### config.mk
export PLATFORM = sky130hd
export DESIGN_NAME = rocc_acc_unit
export DESIGN_NICKNAME = d
export VERILOG_FILES = /design/src/rtl/rocc_acc_pkg.sv /design/src/rtl/rocc_cmd_fifo.sv /design/src/rtl/rocc_acc_unit.sv
export SDC_FILE = /design/constraint.sdc
export NUM_CORES = 1
export LEC_CHECK = 0
export BUFFER_PORTS_ARGS = -buffer_cell sky130_fd_sc_hd__buf_4
export CAP_MARGIN = 0
export CORE_UTILIZATION = 59
export DETAILED_ROUTE_END_ITERATION = 6
export PLACE_DENSITY = 0.79
export RECOVER_POWER = 100
export SLEW_MARGIN = 10
export SYNTH_ARGS = -nofsm -noshare
export SYNTH_HDL_FRONTEND = slang
export SYNTH_SLANG_ARGS = --single-unit
### constraint.sdc
create_clock -name clk_i -period 7.3 [get_ports clk_i]
set_input_delay 1.46 -clock clk_i [delete_from_list [all_inputs] [get_ports clk_i]]
set_output_delay 1.46 -clock clk_i [all_outputs]
set_load 0.02 [all_outputs]
### src/rtl/rocc_acc_pkg.sv
// Shared types for the RoCC accumulator unit.
// ROCC_ACC_MAC_EN enables the iterative multiply-accumulate op.
package rocc_acc_pkg;

    // Command payload width; the unit's XLEN must not exceed it.
    localparam int unsigned ROCC_DATA_W = 64;
    localparam int unsigned ROCC_OP_W   = 3;

    typedef enum logic [ROCC_OP_W-1:0] {
        OP_WRITE = 3'd0,
        OP_READ  = 3'd1,
        OP_ACCUM = 3'd2,
        OP_CLEAR = 3'd3,
        OP_MAC   = 3'd4
    } rocc_acc_op_e;

    typedef enum logic [1:0] {
        IDLE = 2'd0,
        EXEC = 2'd1,
        RESP = 2'd2
    } rocc_acc_state_e;

    typedef struct packed {
        logic [6:0]             funct;
        logic [ROCC_DATA_W-1:0] rs1;
        logic [ROCC_DATA_W-1:0] rs2;
        logic [4:0]             rd;
        logic                   xd;
    } rocc_acc_cmd_t;

endpackage

### src/rtl/rocc_cmd_fifo.sv
// Registered command FIFO, no bypass.
// Full blocks pushes even when a pop happens in the same cycle.
module rocc_cmd_fifo
    import rocc_acc_pkg::*;
#(
    parameter type         T     = rocc_acc_cmd_t,
    parameter int unsigned DEPTH = 2
) (
    input  logic clk_i,
    input  logic rst_ni,
    input  logic push_i,
    input  T     data_i,
    input  logic pop_i,
    output T     data_o,
    output logic full_o,
    output logic empty_o
);

    localparam int unsigned PTR_W = (DEPTH > 1) ? $clog2(DEPTH) : 1;
    localparam int unsigned CNT_W = $clog2(DEPTH + 1);

    T                 mem_q [DEPTH];
    logic [PTR_W-1:0] wr_q;
    logic [PTR_W-1:0] rd_q;
    logic [CNT_W-1:0] cnt_q;
    logic             do_push;
    logic             do_pop;

    function automatic logic [PTR_W-1:0] ptr_inc(input logic [PTR_W-1:0] p);
        return (p == PTR_W'(DEPTH - 1)) ? '0 : p + PTR_W'(1);
    endfunction

    assign full_o  = (cnt_q == CNT_W'(DEPTH));
    assign empty_o = (cnt_q == '0);
    assign do_push = push_i && !full_o;
    assign do_pop  = pop_i && !empty_o;
    assign data_o  = mem_q[rd_q];

    always_ff @(posedge clk_i) begin
        if (do_push) begin
            mem_q[wr_q] <= data_i;
        end
    end

    always_ff @(posedge clk_i or negedge rst_ni) begin
        if (!rst_ni) begin
            wr_q  <= '0;
            rd_q  <= '0;
            cnt_q <= '0;
        end else begin
            if (do_push) begin
                wr_q <= ptr_inc(wr_q);
            end
            if (do_pop) begin
                rd_q <= ptr_inc(rd_q);
            end
            if (do_push && !do_pop) begin
                cnt_q <= cnt_q + CNT_W'(1);
            end else if (!do_push && do_pop) begin
                cnt_q <= cnt_q - CNT_W'(1);
            end
        end
    end

endmodule

### src/rtl/rocc_acc_unit.sv
// RoCC accumulator accelerator: FIFO, FSM, accumulator file.
// ROCC_ACC_MAC_EN builds the XLEN-cycle shift-add MAC path.
module rocc_acc_unit
    import rocc_acc_pkg::*;
#(
    parameter int unsigned XLEN      = 64,
    parameter int unsigned NUM_ACC   = 4,
    parameter int unsigned CMD_DEPTH = 2
) (
    input  logic            clk_i,
    input  logic            rst_ni,
    input  logic            cmd_valid_i,
    output logic            cmd_ready_o,
    input  logic [6:0]      cmd_funct_i,
    input  logic [XLEN-1:0] cmd_rs1_i,
    input  logic [XLEN-1:0] cmd_rs2_i,
    input  logic [4:0]      cmd_rd_i,
    input  logic            cmd_xd_i,
    output logic            resp_valid_o,
    input  logic            resp_ready_i,
    output logic [XLEN-1:0] resp_data_o,
    output logic [4:0]      resp_rd_o,
    output logic            busy_o
);

    localparam int unsigned IDX_W = $clog2(NUM_ACC);

    rocc_acc_state_e state_q, state_d;
    rocc_acc_cmd_t   push_cmd, head_cmd;
    logic            fifo_full, fifo_empty, fifo_pop;

    logic [XLEN-1:0]  acc_q [NUM_ACC];
    logic [XLEN-1:0]  resp_data_q;
    logic [4:0]       resp_rd_q;

    logic [2:0]       head_op;
    logic [IDX_W-1:0] head_idx;
    logic [XLEN-1:0]  head_rs1, head_rs2, acc_rd;
    logic             head_is_mac;
    logic             sc_we;
    logic [XLEN-1:0]  sc_wdata, sc_result;
    logic             unused_bits;

    assign push_cmd = '{
        funct: cmd_funct_i,
        rs1:   ROCC_DATA_W'(cmd_rs1_i),
        rs2:   ROCC_DATA_W'(cmd_rs2_i),
        rd:    cmd_rd_i,
        xd:    cmd_xd_i
    };

    rocc_cmd_fifo #(
        .T     (rocc_acc_cmd_t),
        .DEPTH (CMD_DEPTH)
    ) u_fifo (
        .clk_i   (clk_i),
        .rst_ni  (rst_ni),
        .push_i  (cmd_valid_i),
        .data_i  (push_cmd),
        .pop_i   (fifo_pop),
        .data_o  (head_cmd),
        .full_o  (fifo_full),
        .empty_o (fifo_empty)
    );

    assign head_op     = head_cmd.funct[2:0];
    assign head_idx    = head_cmd.funct[3 +: IDX_W];
    assign head_rs1    = head_cmd.rs1[XLEN-1:0];
    assign head_rs2    = head_cmd.rs2[XLEN-1:0];
    assign acc_rd      = acc_q[head_idx];
    assign unused_bits = ^{head_cmd.funct, head_cmd.rs1, head_cmd.rs2};

`ifdef ROCC_ACC_MAC_EN
    localparam int unsigned CNT_W = $clog2(XLEN);

    logic [XLEN-1:0]  mul_a_q, mul_b_q, prod_q, step_sum, mac_sum;
    logic [CNT_W-1:0] cnt_q;
    logic [IDX_W-1:0] mac_idx_q;
    logic [4:0]       mac_rd_q;
    logic             mac_xd_q, mac_last;

    assign head_is_mac = (head_op == OP_MAC);
    assign step_sum    = prod_q + (mul_b_q[0] ? mul_a_q : '0);
    assign mac_sum     = acc_q[mac_idx_q] + step_sum;
    assign mac_last    = (cnt_q == CNT_W'(XLEN - 1));
`else
    assign head_is_mac = 1'b0;
`endif

    // Single-cycle ops; anything not decoded here answers all ones.
    always_comb begin
        sc_we     = 1'b0;
        sc_wdata  = acc_rd;
        sc_result = '1;
        unique case (1'b1)
            (head_op == OP_WRITE): begin
                sc_we     = 1'b1;
                sc_wdata  = head_rs1;
                sc_result = head_rs1;
            end
            (head_op == OP_READ): begin
                sc_result = acc_rd;
            end
            (head_op == OP_ACCUM): begin
                sc_we     = 1'b1;
                sc_wdata  = acc_rd + head_rs1;
                sc_result = acc_rd + head_rs1;
            end
            (head_op == OP_CLEAR): begin
                sc_we     = 1'b1;
                sc_wdata  = '0;
                sc_result = '0;
            end
            default: ;
        endcase
    end

    always_ff @(posedge clk_i or negedge rst_ni) begin
        if (!rst_ni) begin
            state_q <= IDLE;
        end else begin
            state_q <= state_d;
        end
    end

    always_comb begin
        state_d = state_q;
        unique case (state_q)
            IDLE: begin
                if (!fifo_empty) begin
                    if (head_is_mac) begin
                        state_d = EXEC;
                    end else if (head_cmd.xd) begin
                        state_d = RESP;
                    end
                end
            end
            EXEC: begin
`ifdef ROCC_ACC_MAC_EN
                if (mac_last) begin
                    state_d = mac_xd_q ? RESP : IDLE;
                end
`else
                state_d = IDLE;
`endif
            end
            RESP: begin
                if (resp_ready_i) begin
                    state_d = IDLE;
                end
            end
            default: state_d = IDLE;
        endcase
    end

    always_comb begin
        fifo_pop     = (state_q == IDLE) && !fifo_empty;
        cmd_ready_o  = !fifo_full;
        resp_valid_o = (state_q == RESP);
        busy_o       = !fifo_empty || (state_q != IDLE);
    end

    assign resp_data_o = resp_data_q;
    assign resp_rd_o   = resp_rd_q;

    always_ff @(posedge clk_i or negedge rst_ni) begin
        if (!rst_ni) begin
            for (int i = 0; i < NUM_ACC; i++) begin
                acc_q[i] <= '0;
            end
            resp_data_q <= '0;
            resp_rd_q   <= '0;
        end else begin
            if (fifo_pop && !head_is_mac) begin
                if (sc_we) begin
                    acc_q[head_idx] <= sc_wdata;
                end
                if (head_cmd.xd) begin
                    resp_data_q <= sc_result;
                    resp_rd_q   <= head_cmd.rd;
                end
            end
`ifdef ROCC_ACC_MAC_EN
            if (state_q == EXEC && mac_last) begin
                acc_q[mac_idx_q] <= mac_sum;
                if (mac_xd_q) begin
                    resp_data_q <= mac_sum;
                    resp_rd_q   <= mac_rd_q;
                end
            end
`endif
        end
    end

`ifdef ROCC_ACC_MAC_EN
    // Shift-add multiplier: one bit of rs2 per EXEC cycle.
    always_ff @(posedge clk_i or negedge rst_ni) begin
        if (!rst_ni) begin
            mul_a_q   <= '0;
            mul_b_q   <= '0;
            prod_q    <= '0;
            cnt_q     <= '0;
            mac_idx_q <= '0;
            mac_rd_q  <= '0;
            mac_xd_q  <= 1'b0;
        end else if (fifo_pop && head_is_mac) begin
            mul_a_q   <= head_rs1;
            mul_b_q   <= head_rs2;
            prod_q    <= '0;
            cnt_q     <= '0;
            mac_idx_q <= head_idx;
            mac_rd_q  <= head_cmd.rd;
            mac_xd_q  <= head_cmd.xd;
        end else if (state_q == EXEC) begin
            prod_q  <= step_sum;
            mul_a_q <= {mul_a_q[XLEN-2:0], 1'b0};
            mul_b_q <= {1'b0, mul_b_q[XLEN-1:1]};
            cnt_q   <= cnt_q + CNT_W'(1);
        end
    end
`else
    logic unused_rs2;
    assign unused_rs2 = ^head_rs2;
`endif

endmodule

; ---- After elaboration in Yosys (flattened, before gate mapping)
; Memory sizes are Yosys's and may differ from the RTL's.
; Cells that the tools add are included.
[totals]
reg_bits = 331
latchBits = 0
ram_bits = 282
mem_bits_ro = 0
in_bits = 145
wordCells = 66
mem_count = 1
[classes]
n_addsub = 5
n_mul = 0
n_div = 0
magnitude_cmp = 2
eq_ne = 8
shift = 0
muxes = 19
bitwise_logic = 1
reduce_logical = 20
[mem_list]
columns = name, words, width, read_ports, rd_clocked_by_memory_dff, write_ports, line_no
row1 = u_fifo.mem_q, 2, 141, 1, 0, 1, rocc_cmd_fifo.sv:22  ; T mem_q [DEPTH];
[op_table]
columns = op, count
row1 = 256-bit bitwise mux, 1
row2 = 64-bit case mux with 4 select lines, 1
row3 = 64-bit two-way mux, 3
row4 = 64-bit case mux with 3 select lines, 1
row5 = 64-bit binary-select mux with 2-bit select, 1
row6 = 64-bit demux with 2-bit select, 1
row7 = 64-bit adder, 1
row8 = 2-bit two-way mux, 5
row9 = "3-bit by 2-bit == test with 1-bit output, second input constant", 2
row10 = 1-bit logical AND, 6
row11 = 1-bit two-way mux, 5
row12 = "2-bit == test, second input constant", 2
row13 = 1-bit logical NOT, 4
row14 = 2-bit logical NOT, 2
row15 = "2-bit != test, second input constant", 2
row16 = 2-bit case mux with 2 select lines, 1
row17 = 2-bit AND reduction, 2
row18 = 2-bit nonzero test, 2
row19 = "3-bit by 1-bit == test with 1-bit output, second input constant", 1
row20 = "3-bit greater-or-equal comparator, second input constant", 1
row21 = 3-bit logical NOT, 1
row22 = "3-bit by 1-bit < comparator with 1-bit output, second input constant", 1
row23 = 2-bit NOT with 3-bit output, 1
row24 = 3-bit AND reduction, 1
row25 = other kinds (6), 7

; ---- Depth between registers and ports, before layout
; An unclocked memory read counts as a cell.
[logic_depth]
ltp_word = 8
depth_mapped = 23

; ---- By module
; Synthesis repeated with hierarchy kept, for this count alone.
[unflattened]
cells_unflattened = 2468
hier_area_um2 = 29373.2
[by_module_without_submodules]
columns = module, instances, cells_each, area_each_um2, seq_area_each_um2
row1 = rocc_acc_unit, 1, 2010, 18677.9, 8157.8
row2 = rocc_cmd_fifo, 1, 458, 10695.3, 8568.2

; ---- Worst setup path after synthesis
; No wires, ideal clock.
[synth_timing]
path_kind = flip-flop to flip-flop
start = register u_fifo.rd_q
end = register acc_q[126] in the netlist's numbering
setup_time_ps = 125
arrival_ps = 5396
required_ps = 7175
path_slack_ps = 1779
path_stages_with_launch = 23
path_cell_list = dfrtp_1 -> buf_6 -> buf_2 -> buf_2 -> buf_2 -> buf_1 -> buf_1 -> clkbuf_1 -> mux2i_1 -> inv_1 -> ha_1 -> ha_1 -> o21bai_1 -> a31o_2 -> and4b_1 -> o31ai_2 -> o211ai_1 -> nand4_1 -> a2111oi_0 -> nor4_1 -> mux2i_1 -> a21oi_1 -> mux2_2
[synth_between]
elab_chain_cells = 8
word_cells_on_any_way = 19
classes_between = add/sub: 1 / order compare: 2 / eq/ne: 2 / mux: 8 / bitwise: 1 / reduce/logical: 4 / memory: 1
[synth_rtl]
columns = item, line_no
row1 = from (decl), rocc_cmd_fifo.sv:24  ; logic [PTR_W-1:0] rd_q;
row2 = from (signal assigned), rocc_cmd_fifo.sv:55  ; rd_q <= ptr_inc(rd_q);
row3 = memory read 2 x 141 bit *, n/a
row4 = 2-bit NOT with 3-bit output (not written as such), "rocc_acc_unit.sv:70, rocc_acc_unit.sv:176"
row5 = 64-bit binary-select mux with 2-bit select, rocc_acc_unit.sv:70  ; assign acc_rd = acc_q[head_idx];
row6 = 64-bit two-way mux (not written as such) (2 in series), rocc_acc_unit.sv:70
row7 = 64-bit adder, rocc_acc_unit.sv:106  ; sc_wdata = acc_rd + head_rs1;
row8 = 64-bit case mux with 3 select lines, rocc_acc_unit.sv:95  ; unique case (1'b1)
row9 = 256-bit bitwise mux, rocc_acc_unit.sv:176  ; acc_q[head_idx] <= sc_wdata;
row10 = "to (signal, indexed assignment)", rocc_acc_unit.sv:176
row11 = to (decl), rocc_acc_unit.sv:32  ; logic [XLEN-1:0] acc_q [NUM_ACC];
; Every way passes the cells marked *; elsewhere a longest branch is shown, timed or not. The select of a mux whose other input is x is not followed.
; A chain may end at the register's enable or synchronous reset.

; ---- Worst setup path in the final report
[layout_timing]
start = register u_fifo.rd_q
end = register acc_q[100] in the netlist's numbering
; The elaborated chain is that of the path after synthesis.

==> results.tsv <==
stage	metric	value	unit
status	status	complete, but fails checks	
status	violations	max-capacitance violations, max-slew violations	
synth	synth_top_area_cell	dfrtp_1	
floorplanning	placementRows	74	
floorplanning	pin_count	217	
worst_hold_path	hold_path.class	flip-flop to flip-flop	
sta	max_freq	0.1521	GHz
clocking	path_clk_slew	0.06	ns
worst_hold_path	holdPathEnd	acc_q[76]	
global_routing	antenna_found_initial	1	
clocking	cts_tree	built	
finish	fin_nets	2708	
detailed_routing	drc	0	
power_and_ir_drop	total_power	14520	uW
clocking	root_buffer	clkbuf_16	
worst_hold_path	hold_start	acc_q[76]	
synth	ys_seq_area_frac	0.5128	
synth	synth_seq_cells	480	
synth	synth_top_area_frac	0.3318	
power_and_ir_drop	power_frac_seq	0.296	
floorplanning	initial_utilization	0.6040	
place	hpwl	50.24	mm
synth	netlist_top_cells_area	dfrtp_1, edfxtp_1, nand2_1, o21ai_0, mux2_2	
detailed_routing	vias_per_cell	6.506	
global_routing	first_global_vias	19964	
clocking	post_cts_buffers	0	
sta	finalClockSkew	0.02932	ns
synth	synth-main-ff-cell	dfrtp_1	
place	io_buffers	150	
power_and_ir_drop	combPwrFrac	0.526	
floorplanning	die_area	0.04301	sq mm
finish	nFillCells	3158	
power_and_ir_drop	p_per_area	523.5	mW/mm^2
clocking	numCtsBuffers	48	
setup_path	reg2reg_depth	14	
floorplanning	die_h	207.4	um
global_routing	grt_pass1_wl	115.5	mm
setup_path	crit_required	7.71	ns
sta	tightest_slew	4.757	ns
synth	async_flop_share	0.6875	
setup_path	r2r_start	u_fifo.rd_q	
setup_path	cp_max_fo	22	
power_and_ir_drop	p_int	7926	uW
synth	ys.warnings.count	0	
worst_hold_path	min_path_cells	2	
setup_path	regToRegSetupSlack	0.72	ns
clocking	htreeDepth	2	
global_routing	track_usage	0.3519	
global_routing	overflow	0	
setup_path	setup.worst_path.class	flip-flop to flip-flop	
floorplanning	die_w	207.4	um
power_and_ir_drop	leakagePower	0.01176	uW
detailed_routing	wl_per_cell	24.46	um
sta	finalHoldViolCount	0	
power_and_ir_drop	power_switching	6596	uW
power_and_ir_drop	clkPwrFrac	0.177	
floorplanning	coreArea	0.04120	sq mm
sta	tns	0	ns
sta	min_period	6.576	ns
synth	syn_avg_cell_area	10.33	sq um
synth	synth-edff-count	150	
place	place.gp.congestion	0.9491	
synth	synthesis.area	0.02489	sq mm
finish	area.growth.synth_to_final	11.47	%
detailed_routing	drt_first_iter_violations	2484	
clocking	ctsLongestPathBuffers	3	
power_and_ir_drop	ir_drop	0.0004598	V
sta	drv_slew	573	
sta	rsz0062_at_grt	false	
setup_path	rr_endpoint	acc_q[100]	
clocking	cts.sinks	480	
sta	fin_crit_sh	0.9008	
sta	max-slew-margin-rel	-2.171	
job	cap_violations	13	
clocking	clock_latency	0.61	ns
detailed_routing	finalWirelength	75.34	mm
sta	timing.hold.ws	0.4737	ns
detailed_routing	vias	20038	
synth	synthCells	2410	
clocking	ctsHoldBuffers	0	
setup_path	arrival	6.99	ns
power_and_ir_drop	netSwitchingFraction	0.4542	
sta	setup_viol	0	
clocking	cts_resized	0	
detailed_routing	drt_first_pass_iters	6	
finish	layout-drive-gt1-share	0.1315	
global_routing	grt_start_max_net_pins	192	
synth	synth_cell_types	84	
detailed_routing	drtAntennaViolNets	0	
synth	syn_nets	2611	
setup_path	worst_setup_path_end_kind	flip-flop	
setup_path	critPathLaunchType	flip-flop	
-- Yosys cell counts (4+ instances only) --
cell type  instances
nor2_1           173
nand2b_1          10
inv_1             32
mux2_2            87
dfrtp_1          330
a21oi_1          159
and3_1            12
mux2_4             4
o21a_1            46
nor2b_1            6
buf_2              5
o221ai_1           7
a21o_1            35
a31oi_1           22
buf_1             15
xnor2_1           58
a21boi_0           9
a22o_1             4
ha_1              56
o22ai_1            5
mux4_2            36
or2_2              5
nand3_1           18
maj3_1             7
xor2_1            38
nand4_1           44
o22a_1            16
a31o_2             6
or3_1              7
edfxtp_1         150
and2_1            15
o211ai_1           8
o21bai_1          32
o31ai_1           13
clkbuf_1         121
a211oi_1          24
a221oi_1           9
a22oi_1           15
mux2i_1           42
o21ai_0          218
nor3_1            20
nor4_1            10
nand2_1          409
nor3b_1            4
a2111o_1           5
-- sequential cells by signal (all words and copies together), names as in the netlist --
signal	flops
acc_q	256
resp_data_o	64
u_fifo.wr_q	1
state_q	1
u_fifo.cnt_q	2
u_fifo.mem_q	150
u_fifo.rd_q	1
resp_rd_o	5
-- area by class of cell --
class                   count  area, sq um  area share
flip-flops and latches    480        12760      0.4601
multi-input cells        1754        11460      0.4132
clock buffers              69         1391     0.05016
repair buffers            191         1091     0.03933
well taps                 532        665.6     0.02400
clock inverters            21        245.2    0.008840
inverters                  32        120.1    0.004330
diodes                      1        2.502  0.00009021
-- routing by layer --
metal	GRT usage	part of all wire	vias up
met2	0.5229	0.43	1114
li1	-	-	8910
met4	0.1140	0.031	0
met3	0.08457	0.11	162
met5	0	0	-
met1	0.5105	0.42	9852
-- per-stage QoR --
stage	std cells	instance area [sq um]	worst slack, ns	util
floorplan	2410	24890	1.779	-
global placement	2989	26560	1.614	0.6447
detailed placement	2989	26560	1.481	0.6447
CTS	3079	28200	1.443	0.6844
global route	3079	27740	0.6030	0.6732
finish	3080	27740	0.7244	0.6733
-- cells by family (layout without fill, tap and decap cells) --
kind of cell	Yosys count	after routing	synth area share
muxes	169	169	0.09125
other	0	1	0
DFF	480	480	0.5128
adders and majority gates	63	63	0.03097
buffers and inverters	176	313	0.02770
xor gates and xnor gates	96	96	0.03379
AOI/OAI and AO/OA	669	669	0.1705
and+or+nand+nor	757	757	0.1330
-- cell usage in the layout (no fill, tap or decap), types with 18 or more instances in the layout --
cell type	synthesis	final
nand2_1	409	409
dfrtp_1	330	330
o21ai_0	218	218
nor2_1	173	170
a21oi_1	159	160
edfxtp_1	150	150
clkbuf_1	121	107
mux2_2	87	85
clkbuf_4	0	61
xnor2_1	58	58
ha_1	56	56
clkbuf_16	0	49
o21a_1	46	46
nand4_1	44	44
mux2i_1	42	41
xor2_1	38	38
mux4_2	36	36
a21o_1	35	35
inv_1	32	32
o21bai_1	32	32
buf_4	0	29
a211oi_1	24	23
a31oi_1	22	22
nor3_1	20	19
nand3_1	18	18
-- how the worst max path moves through the flow --
stage / start / to / slack (ns) / cells after the start
after detailed placement: u_fifo.rd_q / acc_q[185] / 1.48 / 16
after global placement: u_fifo.rd_q / resp_data_o[57] / 1.61 / 16
final: u_fifo.rd_q / acc_q[100] / 0.72 / 14
after global routing: u_fifo.rd_q / acc_q[100] / 0.60 / 14
after floorplan: u_fifo.rd_q / acc_q[126] / 1.78 / 22
after CTS: u_fifo.rd_q / acc_q[185] / 1.44 / 16
-- power groups by stage --
stage | logic, uW | clock network (uW) | registers (uW)
4_1_cts | 7640 | 2590 | 4280
2_1_floorplan | 5100 | 0 | 4350
6_report | 7640 | 2580 | 4300
3_5_place_dp | 7580 | 0 | 4310
3_3_place_gp | 7380 | 0 | 4250
5_1_grt | 8200 | 2690 | 4390
-- critical path, stage by stage (launching register included) --
cell and delay (ns):
dfrtp_1 1.01, mux2_2 0.71, mux4_2 0.43, ha_1 0.35, ha_1 0.23, o21bai_1 0.20, a31o_2 0.32, and4b_1 0.22
o31ai_1 0.79, a2111oi_4 0.21, o2111ai_1 0.52, nand2_1 0.22, xor2_1 0.21, a221oi_1 0.73, o21ai_0 0.21
No activity file was read; power rests on OpenSTA's default activity.
